[config.mk]
export PLATFORM = sky130hd
export DESIGN_NAME = reg_file_flat
export DESIGN_NICKNAME = d
export VERILOG_FILES = /design/src/rtl/reg_file_if.sv /design/src/rtl/reg_file.sv /design/src/flat_wrapper.sv
export SDC_FILE = /design/constraint.sdc
export NUM_CORES = 1
export LEC_CHECK = 0
export CAP_MARGIN = 20
export CORE_MARGIN = 5
export CORE_UTILIZATION = 63
export CTS_BUF_LIST = sky130_fd_sc_hd__clkbuf_16
export CTS_CLUSTER_SIZE = 10
export DETAILED_ROUTE_END_ITERATION = 8
export GPL_TIMING_DRIVEN = 0
export PLACE_DENSITY = 0.91
export SYNTH_ARGS = -nofsm -noshare
export SYNTH_HDL_FRONTEND = slang
export SYNTH_SLANG_ARGS = --single-unit
[constraint.sdc]
create_clock -name clk -period 2.5 [get_ports clk]
set_input_delay 0.625 -clock clk [delete_from_list [all_inputs] [get_ports clk]]
set_output_delay 0.625 -clock clk [all_outputs]
set_load 0.03 [all_outputs]
[src/rtl/reg_file_if.sv]
// -----------------------------------------------------------------------------
// reg_file_if
// Bundles the write, clear and dual read-port signals of reg_file.
//   clr                 synchronous clear of every register
//   we/waddr/wdata      write port
//   re_a/raddr_a        read request and address, port A
//   rdata_a/rvalid_a    registered read data and its valid strobe, port A
//   re_b/raddr_b        read request and address, port B
//   rdata_b/rvalid_b    registered read data and its valid strobe, port B
// Modports: master (drives requests), slave (the register file).
// -----------------------------------------------------------------------------
interface reg_file_if #(
  parameter int WIDTH  = 16,
  parameter int ADDR_W = 3
);

  logic              clr;
  logic              we;
  logic [ADDR_W-1:0] waddr;
  logic [WIDTH-1:0]  wdata;

  logic              re_a;
  logic [ADDR_W-1:0] raddr_a;
  logic [WIDTH-1:0]  rdata_a;
  logic              rvalid_a;

  logic              re_b;
  logic [ADDR_W-1:0] raddr_b;
  logic [WIDTH-1:0]  rdata_b;
  logic              rvalid_b;

  modport master (
    output clr, we, waddr, wdata,
    output re_a, raddr_a, re_b, raddr_b,
    input  rdata_a, rvalid_a, rdata_b, rvalid_b
  );

  modport slave (
    input  clr, we, waddr, wdata,
    input  re_a, raddr_a, re_b, raddr_b,
    output rdata_a, rvalid_a, rdata_b, rvalid_b
  );

endinterface

[src/rtl/reg_file.sv]
// -----------------------------------------------------------------------------
// reg_file
// DEPTH = 2**ADDR_W registers of WIDTH bits, one write port, two independent
// registered read ports (1-cycle latency), and a single-cycle synchronous clear.
//
// Ports:
//   clk    single clock, all state updates on its rising edge
//   rst_n  asynchronous active-low reset: clears registers and read outputs
//   bus    reg_file_if.slave (clr, we/waddr/wdata, re_x/raddr_x/rdata_x/rvalid_x)
//
// Parameters:
//   WIDTH     data bits per register
//   ADDR_W    address bits; every address is a valid register
//   ZERO_REG  when 1, register 0 reads as zero and ignores writes
//
// Build option:
//   REG_FILE_BYPASS_EN  when defined, a read in the same cycle as a write to the
//                       same address returns the new data, and a read in the
//                       same cycle as clr returns 0. When undefined, reads see
//                       the register contents from before that edge.
// -----------------------------------------------------------------------------
module reg_file #(
  parameter int WIDTH    = 16,
  parameter int ADDR_W   = 3,
  parameter int ZERO_REG = 1
) (
  input  logic        clk,
  input  logic        rst_n,
  reg_file_if.slave   bus
);

  localparam int DEPTH = 2 ** ADDR_W;

  typedef logic [WIDTH-1:0]  word_t;
  typedef logic [ADDR_W-1:0] addr_t;

  word_t             regs [DEPTH];
  logic [DEPTH-1:0]  wr_sel;
  word_t             rd_next_a;
  word_t             rd_next_b;

  // ---------------------------------------------------------------------------
  // Read value selection. The stored word is looked up at the call site so the
  // function only decides masking and (optionally) forwarding.
  // ---------------------------------------------------------------------------
`ifdef REG_FILE_BYPASS_EN
  function automatic word_t read_value(
    input addr_t addr,
    input word_t stored,
    input logic  clr,
    input logic  we,
    input addr_t waddr,
    input word_t wdata
  );
    word_t v;
    v = stored;
    if (we && (waddr == addr)) v = wdata;
    // Clear wins over the forwarded write, mirroring the storage priority.
    if (clr) v = '0;
    if ((ZERO_REG != 0) && (addr == '0)) v = '0;
    return v;
  endfunction
`else
  function automatic word_t read_value(
    input addr_t addr,
    input word_t stored
  );
    word_t v;
    v = stored;
    if ((ZERO_REG != 0) && (addr == '0)) v = '0;
    return v;
  endfunction
`endif

  // ---------------------------------------------------------------------------
  // Write decode: one-hot select, suppressed by clr and for the zero register.
  // ---------------------------------------------------------------------------
  always_comb begin
    // NOTE: every combinational output gets a default before any condition so
    // no path leaves it unassigned, which would otherwise infer a latch.
    wr_sel = '0;
    for (int i = 0; i < DEPTH; i++) begin
      wr_sel[i] = bus.we && !bus.clr && (bus.waddr == addr_t'(i));
    end
    if (ZERO_REG != 0) wr_sel[0] = 1'b0;
  end

  // ---------------------------------------------------------------------------
  // Register storage.
  // ---------------------------------------------------------------------------
  // NOTE: this array is built from flops, not a RAM macro, so it can and must
  // be cleared by the asynchronous reset; a RAM-mapped array would not be.
  always_ff @(posedge clk or negedge rst_n) begin
    // NOTE: sequential state uses non-blocking assignments so every flop sees
    // the pre-edge values of the others regardless of statement order.
    if (!rst_n) begin
      for (int i = 0; i < DEPTH; i++) regs[i] <= '0;
    end else if (bus.clr) begin
      for (int i = 0; i < DEPTH; i++) regs[i] <= '0;
    end else begin
      for (int i = 0; i < DEPTH; i++) begin
        if (wr_sel[i]) regs[i] <= bus.wdata;
      end
    end
  end

  // ---------------------------------------------------------------------------
  // Next read data for each port.
  // ---------------------------------------------------------------------------
  always_comb begin
`ifdef REG_FILE_BYPASS_EN
    rd_next_a = read_value(bus.raddr_a, regs[bus.raddr_a],
                           bus.clr, bus.we, bus.waddr, bus.wdata);
    rd_next_b = read_value(bus.raddr_b, regs[bus.raddr_b],
                           bus.clr, bus.we, bus.waddr, bus.wdata);
`else
    rd_next_a = read_value(bus.raddr_a, regs[bus.raddr_a]);
    rd_next_b = read_value(bus.raddr_b, regs[bus.raddr_b]);
`endif
  end

  // ---------------------------------------------------------------------------
  // Read output registers. rdata holds when no read is requested; clr alone
  // never touches them. Reset discards any read in flight.
  // ---------------------------------------------------------------------------
  always_ff @(posedge clk or negedge rst_n) begin
    if (!rst_n) begin
      bus.rdata_a  <= '0;
      bus.rvalid_a <= 1'b0;
      bus.rdata_b  <= '0;
      bus.rvalid_b <= 1'b0;
    end else begin
      bus.rvalid_a <= bus.re_a;
      bus.rvalid_b <= bus.re_b;
      if (bus.re_a) bus.rdata_a <= rd_next_a;
      if (bus.re_b) bus.rdata_b <= rd_next_b;
    end
  end

endmodule

[src/flat_wrapper.sv]
// flat-port wrapper written by rule: the top's interface ports become plain ports
module reg_file_flat 
#(
  parameter int WIDTH    = 16,
  parameter int ADDR_W   = 3,
  parameter int ZERO_REG = 1
)
  (clk, rst_n, bus_clr, bus_we, bus_waddr, bus_wdata, bus_re_a, bus_raddr_a, bus_re_b, bus_raddr_b, bus_rdata_a, bus_rvalid_a, bus_rdata_b, bus_rvalid_b);
  reg_file_if #(.WIDTH(WIDTH), .ADDR_W(ADDR_W)) bus_i ();
  input  logic clk;
  input  logic rst_n;
  input wire logic [$bits(bus_i.clr)-1:0] bus_clr;
  input wire logic [$bits(bus_i.we)-1:0] bus_we;
  input wire logic [$bits(bus_i.waddr)-1:0] bus_waddr;
  input wire logic [$bits(bus_i.wdata)-1:0] bus_wdata;
  input wire logic [$bits(bus_i.re_a)-1:0] bus_re_a;
  input wire logic [$bits(bus_i.raddr_a)-1:0] bus_raddr_a;
  input wire logic [$bits(bus_i.re_b)-1:0] bus_re_b;
  input wire logic [$bits(bus_i.raddr_b)-1:0] bus_raddr_b;
  output wire logic [$bits(bus_i.rdata_a)-1:0] bus_rdata_a;
  output wire logic [$bits(bus_i.rvalid_a)-1:0] bus_rvalid_a;
  output wire logic [$bits(bus_i.rdata_b)-1:0] bus_rdata_b;
  output wire logic [$bits(bus_i.rvalid_b)-1:0] bus_rvalid_b;
  assign bus_i.clr = bus_clr;
  assign bus_i.we = bus_we;
  assign bus_i.waddr = bus_waddr;
  assign bus_i.wdata = bus_wdata;
  assign bus_i.re_a = bus_re_a;
  assign bus_i.raddr_a = bus_raddr_a;
  assign bus_i.re_b = bus_re_b;
  assign bus_i.raddr_b = bus_raddr_b;
  assign bus_rdata_a = bus_i.rdata_a;
  assign bus_rvalid_a = bus_i.rvalid_a;
  assign bus_rdata_b = bus_i.rdata_b;
  assign bus_rvalid_b = bus_i.rvalid_b;
  reg_file #(.WIDTH(WIDTH), .ADDR_W(ADDR_W), .ZERO_REG(ZERO_REG)) u_core (.clk(clk), .rst_n(rst_n), .bus(bus_i));
endmodule
==> results of run 1 <==
worst min-delay path by stage:
stage | slack [ns] | to | from | depth (start not counted)
final | 0.13 | u_core.regs[44] | rst_n | 1
after global routing | 0.17 | u_core.bus.rdata_a[12] | rst_n | 1
after detailed placement | 0.49 | u_core.bus.rdata_a[12] | u_core.bus.rdata_a[12] | 1
after CTS | 0.15 | u_core.regs[37] | rst_n | 1
after global placement | 0.49 | u_core.bus.rdata_b[11] | u_core.bus.rdata_b[11] | 1
after floorplan | 0.33 | u_core.bus.rdata_a[0] | rst_n | 0
state kept, by name, summed over array words and instances, names as in the netlist:
name and count:
u_core.bus.rdata_a 16, u_core.bus.rdata_b 16, u_core.bus.rvalid_a 1, u_core.bus.rvalid_b 1, u_core.regs 112
layout by cell type (no fill, tap or decap), drive strengths merged:
| cell type | netlist | layout |
|---|---|---|
| and2 | 1 | 1 |
| nor3 | 1 | 1 |
| a21oi | 34 | 34 |
| o221ai | 16 | 16 |
| a221oi | 21 | 21 |
| buf | 36 | 38 |
| nand2 | 53 | 53 |
| nand3b | 3 | 3 |
| clkbuf | 24 | 41 |
| bufinv | 0 | 2 |
| nand2b | 2 | 2 |
| nor2b | 4 | 4 |
| a22oi | 16 | 16 |
| o21ai | 16 | 16 |
| o22a | 16 | 16 |
| clkinv | 0 | 8 |
| inv | 0 | 3 |
| or3 | 1 | 1 |
| mux2 | 58 | 58 |
| o22ai | 7 | 7 |
| mux2i | 132 | 132 |
| mux4 | 2 | 2 |
| clkdlybuf4s50 | 0 | 61 |
| dfrtp | 146 | 146 |
| nor3b | 3 | 3 |
| nor2 | 106 | 106 |
where the power goes:
part	total (W)	leakage, nW	internal [W]	switching, W
Combinational	0.000759	1.91	0.000280	0.000479
Clock	0.00237	0.273	0.00142	0.000957
Sequential	0.00248	1.98	0.00243	0.0000490
kinds of logic (layout without fill, tap and decap cells):
group                  count (synthesis)  count (layout)  synth area share [%]
AND/OR/NAND/NOR                      174             174                  9.72
AO/OA/AOI/OAI                        126             126                  11.5
flip-flops                           146             146                  47.8
multiplexers                         192             192                  26.4
buffers and inverters                 60             153                  4.60
through the flow:
step           setup slack, ns  cells  area [sq um]  total power, W  setup TNS (ns)
6_report                0.0365    938          9010         0.00562               0
4_1_cts                  0.110    938          9010         0.00559               0
5_1_grt                 0.0211    938          9010         0.00575               0
3_3_place_gp             -4.77    907          8450         0.00324         -701.07
3_5_place_dp            -0.451    908          8480         0.00327           -8.01
2_1_floorplan            0.612    698          7650         0.00290               0
cell type report:
type,instances,area [sq um],area share (%)
tap,147,184,2.04
buffer,60,353,3.92
timing repair buffer,63,649,7.21
clock buffer,17,425,4.72
clock inverter,13,105,1.17
multi-input combinational,492,3640,40.4
sequential,146,3650,40.5
routing by layer:
metal / GRT usage (%) / vias up / routed length (um)
li1: - / 2682 / -
met1: 42.8 / 3132 / 8910
met2: 52.2 / 447 / 10900
met3: 7.59 / 115 / 2220
met4: 20.4 / 0 / 1390
met5: 0 / - / 0
timing repair:
item,in CTS,in global routing
setup endpoints to repair,2,0
hold buffers,0,0
gates resized for setup,1,0
critical path: cells and delay by family:
family / cells / cell delay [ns]
buffers and inverters: 3 / 1.54
AOI/OAI and AO/OA: 2 / 0.62
==> qor.yml, run 1 <==
drt_iter0_drc: 786
synth_top_area_share_pct: 47.8
startpoint: "bus_re_a"
critPathMaxStageDelay_ns: 0.63
clk_pin_slew_ns: 0.06
max-vdd-ir-drop_mv: 0.565
hp-class: "primary input to async pin"
cp_slowest_cell: "clkbuf_1"
synth_common_cells: "dfrtp_1 (146), mux2i_1 (132), nor2_1 (105)"
ff2ff_path_depth: 4
finClkSkew_ns: 0.00661
cts_buffers: 17
ios: 65
fin_crit_ns: 2.46
r2r_setup_slack_ns: 0.81
leakage_nw: 4.17
synthTopCellsByArea: "dfrtp_1 (48%), mux2i_1 (17%), mux2_1 (6.3%)"
die_x_um: 120
yosysMostFrequentCell: "dfrtp_1"
cts_tree: "built"
post-route-util_pct: 75.3
setup_viol: 0
fmax_ghz: 0.406
avgSynthCellArea_sq_um: 11.0
route.detailed.drc: 0
cp_cell_sequence: "clkdlybuf4s50_1 -> buf_1 -> clkbuf_1 -> o221ai_1 -> o22a_1"
dieArea_sq_um: 14400
async_flop_share_pct: 100
area_growth_pct: 17.9
diodes: 0
place_hpwl_um: 16100
syn_inst: 698
wl_per_cell_um: 25.0
gp_congestion: 0.975
yosysSeqAreaShare_pct: 47.8
critical_path_class: "primary input to register"
fin_hold_ws_ns: 0.131
initial_core_util_pct: 63.9
gr-total-overflow: 0
power-per-cell-area_nw_per_um2: 623
core_area_sq_um: 12000
drive_above_1_share_pct: 10.2
finalMaxSlewViolations: 0
cp.arrival_ns: 2.79
tightest_slew_ns: 0.742
cp.required_ns: 2.83
yosysWarnings: 0
cts-root-buf: "clkbuf_16"
die_h_um: 120
yosys.area.top_type: "dfrtp_1"
rows: 40
slew_headroom_pct: 50.6
synth-edff-count: 0
ys_ff_latch: 146
grt_start_max_net_pins: 99
r2r_end: "u_core.bus.rdata_b[14]"
crit_fanout: 10
clk_latency_ns: 0.44
clkSinkCount: 146
synth-main-ff-cell: "dfrtp_1"
vias: 6376
first_global_vias: 6546
nets: 811
firstDrtPassIters: 5
cp-end-kind: "register"
cap_violations: 0
grt_pass1_wl_um: 36500
status: "finished clean"
syn-num-nets: 729
htreeDepth: 4
final_hold_viol_count: 0
io_buffers: 62
postCtsSetupRepairBufs: 0
rsz0062_at_grt: "false"
viasPerCell: 6.80
reg2reg_from: "u_core.regs[46]"
finalCritPeriodShare_pct: 98.5
routed_wl_um: 23400
crit_path_end: "u_core.bus.rdata_a[6]"
antenna_found_initial: 0
grt.total_usage_pct: 33.6
start_kind: "primary input"
clockBufferDepth: 2
fillers: 807
antenna_left: 0
netlist_area_sq_um: 7650
synth.distinct_cells: 32
Note: power is estimated with default switching activity, not from simulation.
==> run 2: changes to the inputs <==
--- a/config.mk
+++ b/config.mk
@@ -9,7 +9,6 @@
 export CORE_MARGIN = 5
 export CORE_UTILIZATION = 63
 export CTS_BUF_LIST = sky130_fd_sc_hd__clkbuf_16
-export CTS_CLUSTER_SIZE = 10
 export DETAILED_ROUTE_END_ITERATION = 8
 export GPL_TIMING_DRIVEN = 0
 export PLACE_DENSITY = 0.91
==> results of run 2 <==
Same layout as run 1: the final DEF is identical, and so are final timing and power.
==> run 3: changes to the inputs <==
--- a/config.mk
+++ b/config.mk
@@ -12,6 +12,7 @@
 export DETAILED_ROUTE_END_ITERATION = 8
 export GPL_TIMING_DRIVEN = 0
 export PLACE_DENSITY = 0.91
+export SKIP_CTS_REPAIR_TIMING = 1
 export SYNTH_ARGS = -nofsm -noshare
 export SYNTH_HDL_FRONTEND = slang
 export SYNTH_SLANG_ARGS = --single-unit
==> constraint.sdc (replaced) <==
create_clock -name clk -period 2.5 [get_ports clk]
set_input_delay 0.5 -clock clk [delete_from_list [all_inputs] [get_ports clk]]
set_output_delay 0.5 -clock clk [all_outputs]
set_load 0.03 [all_outputs]
==> run 3 against run 2 <==
Compared with the run above:
- clock power is essentially flat
- sequential share of layout area is the same
- setup slack better by 0.092 ns
- non-clock buffer count is the same
- die area unchanged
- critical path type unchanged
- largest cell class unchanged
==> qor.yml, run 3 (synthesis gave the netlist of run 1 again) <==
setup_viol: 0  # unchanged
fin_ws_ns: 0.129  # +0.0924 ns
hp-class: "primary input to async pin"
cp.arrival_ns: 2.70  # -0.09 ns
total_power_w: 0.00562  # about the same
crit_fanout: 10  # unchanged
clockBufferDepth: 2  # unchanged
reg_top3: "u_core.regs: 112 flops, u_core.bus.rdata_a: 16 flops, u_core.bus.rdata_b: 16 flops"
core_area_sq_um: 12000  # unchanged
finalCritPeriodShare_pct: 94.8  # -3.7 points
switching_share_pct: 26.5  # about the same
gr-total-overflow: 0  # unchanged
critPathMaxStageDelay_ns: 0.65  # +0.02 ns
rows: 40  # unchanged
r2r_end: "u_core.bus.rdata_a[14]"
diodes: 0  # unchanged
dieArea_sq_um: 14400  # unchanged
switchingPower_w: 0.00149  # +0.11%
place_hpwl_um: 16100  # unchanged
wl_per_cell_um: 24.9  # -0.10%
viasPerCell: 6.81  # +0.17%
fillers: 807  # unchanged
initial_core_util_pct: 63.9  # unchanged
first_global_vias: 6546  # unchanged
ios: 65  # unchanged
htreeDepth: 4  # unchanged
io_buffers: 62  # unchanged
final_hold_viol_count: 0  # unchanged
cp_cell_sequence: "clkdlybuf4s50_1 -> buf_1 -> clkbuf_1 -> o221ai_1 -> o22a_1"
nets: 811  # unchanged
finalMaxSlewViolations: 0  # unchanged
seq_power_share_pct: 44.2  # about the same
power-per-cell-area_nw_per_um2: 624  # about the same
gp_congestion: 0.975  # unchanged
ff2ff_path_depth: 4  # unchanged
clkPwrFrac_pct: 42.3  # about the same
cp-end-kind: "register"
final_common_cell: "dfrtp_1"
cts_buffers: 17  # unchanged
p_int_w: 0.00413  # about the same
final_cells: 938  # unchanged
area_growth_pct: 17.9  # unchanged
r2r_setup_slack_ns: 0.81  # about the same
antenna_left: 0  # unchanged
cts_tree: "built"
antenna_found_initial: 0  # unchanged
layout_common_cells: "dfrtp_1 (146), mux2i_1 (132), nor2_1 (105)"
regMostFlops: "u_core.regs"
die_h_um: 120  # unchanged
place_inst: 908  # unchanged
reg2reg_from: "u_core.regs[46]"
vias: 6387  # +0.17%
fin_crit_ns: 2.37  # -0.0924 ns
grt_start_max_net_pins: 99  # unchanged
max-vdd-ir-drop_mv: 0.565  # about the same
post-place-ws_ns: -0.326  # +0.125 ns
leakage_nw: 4.17  # about the same
final_area_sq_um: 9010  # unchanged
drt_iter0_drc: 782  # -0.51%
start_kind: "primary input"
grt.total_usage_pct: 33.6  # unchanged
place_area_sq_um: 8480  # unchanged
largest_reg_flops: 112  # unchanged
drive_above_1_share_pct: 10.2  # unchanged
firstDrtPassIters: 5  # unchanged
cap_violations: 0  # unchanged
clkSinkCount: 146  # unchanged
clk_latency_ns: 0.44  # about the same
routed_wl_um: 23400  # -0.10%
combPwrFrac_pct: 13.5  # about the same
cts-root-buf: "clkbuf_16"
status: "finished clean"
grt_pass1_wl_um: 36500  # unchanged
route.detailed.drc: 0  # unchanged
finClkSkew_ns: 0.00671  # +0.000105 ns
slew_headroom_pct: 47.8  # -2.7 points
fin_hold_ws_ns: 0.00487  # -0.126 ns
die_x_um: 120  # unchanged
fmax_ghz: 0.422  # +3.9%
cp_slowest_cell: "clkbuf_1"
critical_path_class: "primary input to register"
rsz0062_at_grt: "false"
cp.required_ns: 2.83  # about the same
tightest_slew_ns: 0.783  # +0.0411 ns
clk_pin_slew_ns: 0.06  # about the same
==> run 3: changes by cell type in the layout (fill, tap and decap cells not counted) <==
cell      delta
clkbuf_2     +1
buf_2        -1
==> run 3: cell type report <==
cell class | instances | area, sq um | share of cell area (%)
tap | 147 | 184 | 2.04
clock inverter | 13 | 105 | 1.17
timing repair buffer | 63 | 649 | 7.21
multi-input combinational | 492 | 3640 | 40.4
sequential | 146 | 3650 | 40.5
buffer | 60 | 353 | 3.92
clock buffer | 17 | 425 | 4.72
==> run 3: worst max-delay path: cells and delay by family <==
kind / cells / cell delay [ns]
AOI/OAI and AO/OA: 2 / 0.63
buffers and inverters: 3 / 1.56
==> run 3: worst max path at each step <==
stage,start,endpoint,slack [ns],cells after the start
final,bus_re_a,u_core.bus.rdata_a[6],0.13,5
after global routing,bus_re_a,u_core.bus.rdata_a[6],0.15,5
after CTS,bus_raddr_a[2],u_core.bus.rdata_a[6],0.1,6
after detailed placement,bus_raddr_a[2],u_core.bus.rdata_a[6],-0.33,6
after global placement,rst_n,u_core.regs[83],-4.64,1
after floorplan,bus_raddr_b[0],u_core.bus.rdata_b[13],0.74,6
==> run 3: per-stage QoR <==
step	TNS [ns]	util, %
4_1_cts	0	75.3
3_5_place_dp	-4.12	70.9
2_1_floorplan	0	-
5_1_grt	0	75.3
6_report	0	75.3
3_3_place_gp	-679.19	70.6
==> run 3: metal layers <==
| layer | vias to the layer above | share of wire (%) | global-route usage, % |
|---|---|---|---|
| li1 | 2681 | - | - |
| met1 | 3144 | 38 | 42.8 |
| met2 | 446 | 47 | 52.2 |
| met3 | 116 | 9.3 | 7.59 |
| met4 | 0 | 6.1 | 20.4 |
| met5 | - | 0 | 0 |
==> run 3: power by group through the flow <==
stage / clock network [W] / registers [W] / logic [W]
finish: 0.00238 / 0.00248 / 0.000760
detailed placement: 0 / 0.00252 / 0.000744
CTS: 0.00236 / 0.00248 / 0.000750
floorplan: 0 / 0.00261 / 0.000291
global route: 0.00247 / 0.00249 / 0.000793
global placement: 0 / 0.00252 / 0.000723
==> edit 1 (flow settings as in run 1) <==
`ZERO_REG` is set to 1 in 2 places; all go to 0. Comments in the files are not updated.
--- a/src/rtl/reg_file.sv
+++ b/src/rtl/reg_file.sv
@@ -24,3 +24,3 @@
   parameter int ADDR_W   = 3,
-  parameter int ZERO_REG = 1
+  parameter int ZERO_REG = 0
 ) (
--- a/src/flat_wrapper.sv
+++ b/src/flat_wrapper.sv
@@ -5,3 +5,3 @@
   parameter int ADDR_W   = 3,
-  parameter int ZERO_REG = 1
+  parameter int ZERO_REG = 0
 )
Check against the original RTL: not equivalent (a bounded check fails within 4 cycles, from zero or initial values and one cycle with rst_n low).
==> edit 1 against run 1 <==
Register-to-register slack improved by 0.45 ns. Power increased by 20%. Final area increased by 15%. Routed wire length increased by 45%. Synthesized cell count increased by 40%. Final cell count increased by 31%. Sequential cell count increased by 16. Synthesized area increased by 19%. Worst setup slack improved by 0.14 ns. Critical path type unchanged. Critical endpoint is now u_core.regs[50]. Largest power group is now the clock network. Highest routed layer is now met5.
==> edit 1: results (changes against run 1) <==
Worst setup path
The depth of the worst register-to-register path was 3 (-1). The longest individual stage delay on the worst path is 0.67 ns (+0.04 ns). The worst endpoint data arrival time is 2.61 ns (-0.18 ns).

Global route
The global routing met2 resource utilization is 57.9% (+5.7 points). The total global-route track usage is 41.1% (+7.5 points). The fraction of met1 tracks used by global routing is 53.6% (+11 points).

Power
The combinational cell power is 0.00109 W (+44%). The highest ir drop seen on vdd is 0.546 mV (-3.4%). The sequential share of power is 41.1% (-3.1 points). The total sequential power is 0.00277 W (+12%).

STA
The worst hold margin came to 0.145 ns (+0.0143 ns). The transition at the pin with the smallest max-transition slack was 0.889 ns (+0.147 ns). The worst clock skew on the final layout came to 0.0115 ns (+0.00489 ns).

Yosys
The total nets after synthesis was 1,009 (+38%). The number of distinct library cells after synthesis is 24 (-25%). The synthesis-stage register bit count came to 162 (+11%). The commonest cells after synthesis are sky130_fd_sc_hd__dfrtp_1, sky130_fd_sc_hd__nand3_1, sky130_fd_sc_hd__a21oi_1, sky130_fd_sc_hd__o21ai_0, sky130_fd_sc_hd__mux2i_1.

Layout
The multi-input logic cell count came to 690 (+40%). The sequential cell area came to 4050 sq um (+11%). The utilization of the core after routing is 74.3% (-1.0 points). The area share of buffers outside the clock network is 10.3% (-0.81 points).

Placed design
The placer congestion estimate is 1.00 (+2.9%). The total cell area at the placement stage was 9760 sq um (+15%). The number of port buffers came to 42 (-32%).

Drt
The mean number of vias per cell is 7.44 (+9.4%). The final wirelength is 34,000 um (+45%). The met3 layer wire length in the routed design is 5470 um (+150%). The detailed route wirelength on metal2 is 14,200 um (+31%).

Status
The flow ran to the end, and the final reports show no timing, DRC or antenna violations.
## edit 1: cell types whose count changed after synthesis, sizes merged, moves of 21 or more
| cell | before | now |
|---|---|---|
| a211o | 0 | 32 |
| nor2 | 106 | 3 |
| nor2b | 4 | 68 |
| clkbuf | 24 | 76 |
| a41o | 0 | 32 |
| o21ai | 16 | 128 |
| a21oi | 34 | 128 |
| nand3 | 0 | 160 |
| a221oi | 21 | 0 |
| mux2 | 58 | 0 |
| nand2 | 53 | 1 |
| mux2i | 132 | 96 |
## edit 1: worst max path at each step
stage | start | cells past startpoint | endpoint | slack [ns]
final | bus_clr | 4 | u_core.regs[50] | 0.18
after global routing | bus_clr | 4 | u_core.regs[50] | 0.19
after CTS | bus_clr | 4 | u_core.regs[78] | 0.34
after detailed placement | bus_clr | 4 | u_core.regs[50] | -0.06
after global placement | rst_n | 1 | u_core.regs[39] | -5.69
after floorplan | bus_raddr_a[0] | 6 | u_core.bus.rdata_a[11] | 0.78
==> edit 2 (config.mk and constraints of run 1) <==
Without the edit above. Make the reset (`rst_n`) synchronous in 2 clocked blocks. Comments in the files are not updated.
--- a/src/rtl/reg_file.sv
+++ b/src/rtl/reg_file.sv
@@ -92,3 +92,3 @@
   // be cleared by the asynchronous reset; a RAM-mapped array would not be.
-  always_ff @(posedge clk or negedge rst_n) begin
+  always_ff @(posedge clk) begin
     // NOTE: sequential state uses non-blocking assignments so every flop sees
@@ -125,3 +125,3 @@
   // ---------------------------------------------------------------------------
-  always_ff @(posedge clk or negedge rst_n) begin
+  always_ff @(posedge clk) begin
     if (!rst_n) begin
Behaviour: differs if rst_n is asserted again (counterexample within 4 cycles, from zero or initial values and one cycle with rst_n low); with rst_n held inactive, the same outputs for 4 cycles.
==> edit 2 against run 1 <==
Maximum frequency decreased by 0.88%. Synthesized cell count decreased by 18%. First-iteration DRC count increased by 2.3%. Sequential cell count unchanged. Worst setup slack got worse by 0.022 ns. Final area decreased by 4.3%. Synthesized area decreased by 5.7%. Power increased by 5.8%. Routed wire length decreased by 11%. Critical path type unchanged.
==> edit 2: results (changes against run 1) <==
Status
The flow ran to the end, and the final reports show no timing, DRC or antenna violations.

Yosys
The number of flops mapped to enable cells by yosys was 96 (+96). Ranked by instance count, the synthesized netlist is headed by sky130_fd_sc_hd__and2_1, sky130_fd_sc_hd__edfxtp_1, sky130_fd_sc_hd__mux2_1, sky130_fd_sc_hd__mux2i_1, sky130_fd_sc_hd__dfxtp_1. The number of distinct library cells after synthesis is 36 (+13%).

The proportion of register bits with asynchronous set or reset after synthesis is 0% (-100 points). The register area share after synthesis is 53.9% (+6.1 points). In the post-synthesis netlist, the biggest area contributors are sky130_fd_sc_hd__edfxtp_1, sky130_fd_sc_hd__dfxtp_1, sky130_fd_sc_hd__mux2_1, sky130_fd_sc_hd__and2_1, sky130_fd_sc_hd__mux2i_1. The total nets after synthesis is 603 (-17%).

Clock tree
The worst-case clock buffer depth came to 2 (unchanged). The post-cts resize count is 0 (-1). The clock slew at the register clock pins of the worst setup and hold paths came to 0.06 ns (about the same).

Worst setup path
The largest driver fanout on the critical path was 16 (+6). The longest individual stage delay on the worst path is 0.82 ns (+0.19 ns). The worst register-to-register path begins at u_core.regs[4][8]. The worst reg-to-reg setup slack is 1.03 ns (+0.22 ns). The worst endpoint data arrival time is 2.54 ns (-0.25 ns). The depth of the worst register-to-register path is 3 (-1). Among all stages on the critical path, the largest delay is contributed by sky130_fd_sc_hd__o21ai_2.

In this run the critical register-to-register path is captured at u_core.bus.rdata_a[8].

STA
The transition at the pin with the smallest max-transition slack is 0.973 ns (+0.231 ns). The worst clock skew on the final layout was 0.00824 ns (+0.00164 ns).

Drt
The mean number of vias per cell was 6.80 (about the same). The number of design-rule violations left by the first detailed-router iteration is 804 (+2.3%). The number of iterations in the first detailed-routing pass is 6 (+1). The final wirelength is 20,800 um (-11%).

Placed design
The number of port buffers is 59 (-4.8%). The total cell area at the placement stage is 8040 sq um (-5.2%). The final HPWL from detailed placement came to 13,700 um (-15%). The placer congestion estimate was 0.905 (-7.2%).

Worst hold path
The tightest min-delay check is of the flip-flop to flip-flop type. The count of cells along the worst hold path is 2.

Power
The highest ir drop seen on vdd is 0.518 mV (-8.3%). The power density over cell area came to 689 nW/um^2 (+11%).

Global route
The pin count of the biggest net entering global routing is 17 (-83%). The number of global-route vias before repair was 5,653 (-14%). The total global-route track usage is 31.6% (-2.0 points).

Layout
The net count reported at finish was 684 (-16%). The number of fill cells in the layout came to 649 (-20%).
-- edit 2: cell count changes after synthesis, moves of 29 or more --
cell,delta
sky130_fd_sc_hd__a21oi_1,-32
sky130_fd_sc_hd__and2_1,+95
sky130_fd_sc_hd__dfrtp_1,-146
sky130_fd_sc_hd__dfxtp_1,+50
sky130_fd_sc_hd__edfxtp_1,+96
sky130_fd_sc_hd__mux2i_1,-78
sky130_fd_sc_hd__nand2_1,-29
sky130_fd_sc_hd__nor2_1,-71
-- edit 2: layout make-up --
class                           instances  share of cell area (%)
Sequential cell                       146                    45.1
Multi-Input combinational cell        383                    35.5
Timing Repair Buffer                   62                    7.33
Clock buffer                           17                    4.93
Buffer                                 41                    3.32
Tap cell                              143                    2.08
Clock inverter                         15                    1.67
Inverter                                2                  0.0871
-- edit 2: cell families after synthesis --
family	share of synthesized area (%)
DFF	53.9
muxes	17.3
AOI/OAI and AO/OA	11.4
buffers and inverters	4.08
and+or+nand+nor	13.4
-- edit 2: worst max path at each step --
stage	from	end	slack (ns)
6_report	bus_we	u_core.regs[3][14]	0.01
5_1_grt	bus_we	u_core.regs[3][4]	-0.01
4_1_cts	bus_we	u_core.regs[2][8]	0.07
3_5_place_dp	bus_clr	u_core.regs[5][8]	-0.29
3_3_place_gp	bus_waddr[1]	u_core.regs[6][12]	-1.38
2_1_floorplan	bus_waddr[0]	u_core.regs[6][0]	0.09
-- edit 2: metal layers --
metal / part of all wire (%) / track usage [%] / up-vias / routed length [um]
li1: - / - / 2323 / -
met1: 35 / 38.3 / 2585 / 7210
met2: 48 / 51.5 / 477 / 9910
met3: 12 / 8.74 / 116 / 2590
met4: 5.2 / 17.0 / 0 / 1080
met5: 0 / 0 / - / 0
-- edit 2: critical path, delay by kind of cell --
| family | cells | cell delay (ns) |
|---|---|---|
| compound gates | 1 | 0.82 |
| simple gates | 2 | 0.55 |
| buf+inv | 1 | 0.53 |
-- edit 2: stage by stage --
stage / setup TNS, ns / power (W) / setup WS (ns) / hold slack (ns) / std cells
final: 0 / 0.00594 / 0.0147 / 0.464 / 809
after global routing: -0.150 / 0.00608 / -0.0141 / 0.481 / 809
after CTS: 0 / 0.00590 / 0.0680 / 0.458 / 809
after detailed placement: -14.71 / 0.00349 / -0.294 / 0.440 / 777
after global placement: -71.40 / 0.00345 / -1.38 / 0.447 / 774
after floorplan: 0 / 0.00320 / 0.0888 / 0.486 / 572
-- edit 2: where the power goes --
part	internal (W)	leakage (nW)	total (W)	switching, W
registers	0.00270	1.46	0.00278	0.0000766
clock network	0.00146	0.284	0.00246	0.00100
logic	0.000288	1.73	0.000708	0.000421
